**src/rtl/sample_framer.sv**
```systemverilog
// sample_framer: buffers strobed samples in a FIFO and emits framed packets
// of header (mode tag), FRAME_LEN payload bytes and an XOR checksum.
module sample_framer #(
  parameter int FRAME_LEN  = 4,
  parameter int FIFO_DEPTH = 8
) (
  input  logic                          clk,
  input  logic                          rst,
  input  logic [7:0]                    d_in,
  input  logic [2:0]                    mode,
  input  logic                          sample_stb,
  input  logic                          tx_ready,
  output logic                          tx_valid,
  output logic [7:0]                    tx_data,
  output logic                          tx_last,
  output logic [$clog2(FIFO_DEPTH):0]   fifo_count,
  output logic                          overflow
);
  localparam int AW = $clog2(FIFO_DEPTH);
  localparam int CW = AW + 1;
  typedef enum logic [1:0] {IDLE, HDR, PAYLOAD, CSUM} state_t;
  state_t        state_q, state_d;
  logic [7:0]    mem [FIFO_DEPTH];
  logic [AW-1:0] wr_q, wr_d, rd_q, rd_d;
  logic [CW-1:0] cnt_q, cnt_d, idx_q, idx_d;
  logic [7:0]    csum_q, csum_d, data_q, data_d;
  logic [2:0]    hdr_q, hdr_d;
  logic          ovf_q, ovf_d, valid_q, valid_d, last_q, last_d;
  logic          hs, push, pop;
  always_comb begin
    hs      = valid_q && tx_ready;
    push    = sample_stb && (cnt_q < CW'(FIFO_DEPTH));
    pop     = hs && (state_q == PAYLOAD);
    wr_d    = push ? wr_q + 1'b1 : wr_q;
    rd_d    = pop ? rd_q + 1'b1 : rd_q;
    cnt_d   = cnt_q + CW'(push) - CW'(pop);
    ovf_d   = ovf_q || (sample_stb && !push);
    state_d = state_q;
    csum_d  = csum_q;
    idx_d   = idx_q;
    hdr_d   = hdr_q;
    valid_d = valid_q;
    data_d  = data_q;
    last_d  = last_q;
    case (state_q)
      IDLE: if (!valid_q && cnt_q >= CW'(FRAME_LEN)) begin
        state_d = HDR;
        hdr_d   = mode;
        valid_d = 1'b1;
        data_d  = {5'b10100, mode};
      end
      HDR: if (hs) begin
        state_d = PAYLOAD;
        csum_d  = data_q;
        idx_d   = '0;
        data_d  = mem[rd_q];
      end
      PAYLOAD: if (hs) begin
        csum_d = csum_q ^ data_q;
        idx_d  = idx_q + 1'b1;
        // the FIFO held a full frame when the header started, so rd_q+1 is valid
        if (idx_q == CW'(FRAME_LEN - 1)) begin
          state_d = CSUM;
          data_d  = csum_q ^ data_q;
          last_d  = 1'b1;
        end else begin
          data_d = mem[rd_q + 1'b1];
        end
      end
      CSUM: if (hs) begin
        state_d = IDLE;
        valid_d = 1'b0;
        last_d  = 1'b0;
        data_d  = 8'h00;
      end
      default: state_d = IDLE;
    endcase
  end
  always_ff @(posedge clk) begin
    if (push) mem[wr_q] <= d_in;
  end
  always_ff @(posedge clk or negedge rst) begin
    if (!rst) begin
      state_q <= IDLE;
      wr_q    <= '0;
      rd_q    <= '0;
      cnt_q   <= '0;
      idx_q   <= '0;
      csum_q  <= 8'h00;
      data_q  <= 8'h00;
      hdr_q   <= 3'd0;
      ovf_q   <= 1'b0;
      valid_q <= 1'b0;
      last_q  <= 1'b0;
    end else begin
      state_q <= state_d;
      wr_q    <= wr_d;
      rd_q    <= rd_d;
      cnt_q   <= cnt_d;
      idx_q   <= idx_d;
      csum_q  <= csum_d;
      data_q  <= data_d;
      hdr_q   <= hdr_d;
      ovf_q   <= ovf_d;
      valid_q <= valid_d;
      last_q  <= last_d;
    end
  end
  assign tx_valid   = valid_q;
  assign tx_data    = data_q;
  assign tx_last    = last_q;
  assign fifo_count = cnt_q;
  assign overflow   = ovf_q;
endmodule

```
**config.mk**
```make
export PLATFORM = sky130hd
export DESIGN_NAME = sample_framer
export DESIGN_NICKNAME = d
export VERILOG_FILES = /design/src/rtl/sample_framer.sv
export SDC_FILE = /design/constraint.sdc
export NUM_CORES = 1
export LEC_CHECK = 0
export BUFFER_PORTS_ARGS = -buffer_cell sky130_fd_sc_hd__buf_2
export CAP_MARGIN = 25
export CORE_ASPECT_RATIO = 0.8
export CORE_MARGIN = 8
export CORE_UTILIZATION = 38
export DETAILED_ROUTE_END_ITERATION = 6
export MAX_ROUTING_LAYER = met4
export PLACE_DENSITY = 0.58
export SKIP_CTS_REPAIR_TIMING = 1
export SYNTH_ARGS = -nofsm -noshare
export SYNTH_HDL_FRONTEND = slang
export SYNTH_SLANG_ARGS = --single-unit
export TNS_END_PERCENT = 20
```
**constraint.sdc**
```tcl
create_clock -name clk -period 2.4 [get_ports clk]
set_clock_uncertainty 0.15 [all_clocks]
set_input_delay 0 -clock clk [delete_from_list [all_inputs] [get_ports clk]]
set_output_delay 0 -clock clk [all_outputs]
set_load 0.05 [all_outputs]
```
==> results by group <==
Status
  – Status: finished clean

Detailed routing
  – DRC viols: 0
  – Drt first pass iters: 4
  – Antenna-violating nets left: 0
  – Vias: 2868
  – Detailed Route WL: 10.05 mm
  – Drt initial violations: ~130
  – Vias/cell: 5.121
  – Routed WL per cell: 17.95 um

Floorplanning
  – Chip width: 142.6 um
  – Starting Density: 0.3839
  – Die Y: 117.3 um
  – FP Rows: 37
  – Core area: 0.01268 mm2
  – Total Die Area: ~0.017 mm2
  – Ports: 30

Synthesis
  – Cell area after synthesis: between 0.004 and 0.005 mm2
  – Largest family of logic cells by synthesized area: multiplexers
  – XOR/XNOR Fraction of Synth Area: 0.03931
  – Post-synthesis cell count: around 320
  – Mux cell area share after synthesis: 0.1973
  – Ys Warns: 0
  – Compound-Gate Fraction of Synth Area: 0.06423
  – Avg Cell Area, Syn: 15.31 um2
  – FF+latch count, synth: 99
  – Number of synthesized flops with an enable pin: 64
  – Register area share after synthesis: 0.5745
  – Top FF cell, synth: edfxtp_1
  – Netlist cell types: 42
  – Adder-Cell Fraction of Synth Area: 0.03751
  – Post-Syn Nets: 347
  – Post-synth ARST share: 0.3535
  – Synth Area in Simple Gates: 0.05858

Global route
  – GRT Total Usage: 0.1331
  – First-pass GRT wire length: 16.37 mm
  – Pin count of the biggest net entering global routing: 36
  – Initial antenna violation count: 0
  – Grt total ovfl: 0
  – Vias in the first global route: between 2000 and 3000

Timing
  – Final hold violations: 0
  – # setup viols final: 0
  – Final slew viol count: 0
  – Slew HR: 0.4519
  – Crit share post-route: 0.9238
  – Fmax: 451.0 MHz
  – Tmin final: 2217 ps
  – RSZ-0062 raised after global routing: false
  – Worst-Margin Slew: between 800 and 900 ps
  – Final TNS setup: 0 ps

Pwr
  – Maximum VDD drop: 0.0004106 V
  – Leak: 2.152 nW
  – PwrDens: 569.9 mW/mm2

Clock tree
  – Num CTS Buffers: 9
  – CTS tree: built
  – Clock latency on the worst-skew pair: roughly 340 ps
  – H-tree depth: 3
  – Clk sinks: 99
  – Clock tree root driver cell: clkbuf_16
  – Clock transition at the registers of the reported paths: 70 ps
  – Longest Clk Path Bufs: 2

Final layout
  – Diodes inserted: 0
  – Final #Nets: 409
  – Core Util, Final: 0.4550
  – Share of layout cells above drive strength 1: 0.2623
  – P&R area growth vs syn: 18.53%

Setup path
  – Critical Path RT: 2490 ps
  – Worst Setup Start Kind: flip-flop
  – WS Path Type: flip-flop to flip-flop
  – Crit. End Element: flip-flop
  – R2R depth: 8
  – CP arrival: around 2300 ps
  – Critical-path maximum fanout: 4
  – Flop2flop setup slack: 180 ps

Place
  – DP Wirelength: between 7 and 8 mm
  – Port bufs: 29
  – Routability cong.: 0.7575

Min path
  – Worst min-delay path category: primary input to async pin

Run
  – Total of max-cap violations: 0
==> report_power, final <==
| part | internal (mW) | total (mW) | switching [mW] |
|---|---|---|---|
| clock | 0.732 | 1.41 | 0.674 |
| combinational | 0.0270 | 0.0636 | 0.0366 |
| sequential | 1.82 | 1.82 | 0.00149 |
==> cells by family after synthesis <==
kind of cell             Yosys count
AO/OA/AOI/OAI                     45
multiplexers                      51
XOR/XNOR                          21
adder cells (fa/ha/maj)           14
flip-flops                        99
AND/OR/NAND/NOR                   61
buffers and inverters             27
==> routing by layer <==
layer	wire [um]	global-route usage
met5	0	-
met4	110	0.03602
met3	553	0.03648
met2	4452	0.1959
met1	4933	0.1786
==> final timing paths <==
path | from | to
worst max-delay path | state_q[0] | fifo_count[2]
worst min-delay path | rst | fifo_count[2]
worst max register to register | state_q[0] | fifo_count[2]
worst min register to register | overflow | overflow
max in group asynchronous | rst | idx_q[1]
min in group clk | sample_stb | overflow
==> cell usage after synthesis (all sizes together), types with 2 or more instances <==
library cell  number  area, um2
inv               13      48.80
a31oi              3      18.77
a41oi              2      17.52
a22oi              3      22.52
mux2              10      112.6
xor2              16      147.7
clkbuf             6      22.52
nand2             29      108.9
xnor2              5      43.79
and2               2      12.51
nor3               3      15.01
o221ai             5      43.79
nor2b              2      12.51
a22o               4      35.03
edfxtp            64       1922
mux4              32      758.2
nor2              11      41.29
a32oi              2      17.52
nand2b             6      37.54
a21oi              4      20.02
dfrtp             35      875.8
o21ai             12      60.06
buf                8      67.56
mux2i              9      90.09
a21o               5      37.54
a2bb2oi            2      17.52
nand3              2      10.01
ha                13      162.7
==> through the flow <==
step | setup WS [ps] | hold WS [ps] | instance area (um2) | std cells | power [mW]
CTS | 159.1 | -392.1 | 5629 | 546 | 3.324
detailed placement | 178.2 | -22.18 | 5334 | 530 | 1.903
global placement | 252.3 | -12.49 | 5334 | 530 | 1.902
finish | 182.9 | 133.8 | 5772 | 560 | 3.289
global route | 49.07 | 208.8 | 5772 | 560 | 3.404
floorplan | 66.90 | -445.6 | 4870 | 318 | 1.866
==> critical path, stage by stage (launching register included) <==
cell and delay [ps]:
dfrtp_1 400, inv_1 90, ha_1 210, and3_1 180, ha_1 280, inv_1 40
ha_1 200, fa_1 390, xor2_1 170
==> cell type report <==
class	count	area, um2
Clock inverter	7	70.07
Timing Repair Buffer	65	475.5
Fill cell	1146	6913
Sequential cell	99	2798
Inverter	13	48.80
Tap cell	175	219.0
Clock buffer	9	225.2
Multi-Input combinational cell	192	1936
==> registers in the layout, summed over array words and instances (netlist names) <==
name / flops
csum_q: 8
fifo_count: 4
idx_q: 4
mem: 64
overflow: 1
rd_q: 3
state_q: 2
tx_data: 8
tx_last: 1
tx_valid: 1
wr_q: 3
==> layout by cell type, fill, tap and decap left out, drive strengths merged, types with 2 or more instances in the layout <==
master,n
buf,51
inv,16
a31oi,3
nor2,11
dfrtp,35
nand2b,6
o21ai,12
clkbuf,9
a22oi,3
ha,13
mux2,10
and2,2
dlygate4sd3,14
a21oi,4
a2bb2oi,2
mux2i,9
mux4,32
nor2b,2
nand2,29
nor3,3
clkinv,3
a22o,4
xor2,16
a32oi,2
edfxtp,64
xnor2,5
o221ai,5
nand3,2
a21o,5
a41oi,2
No activity file was read; power rests on OpenSTA's default activity.
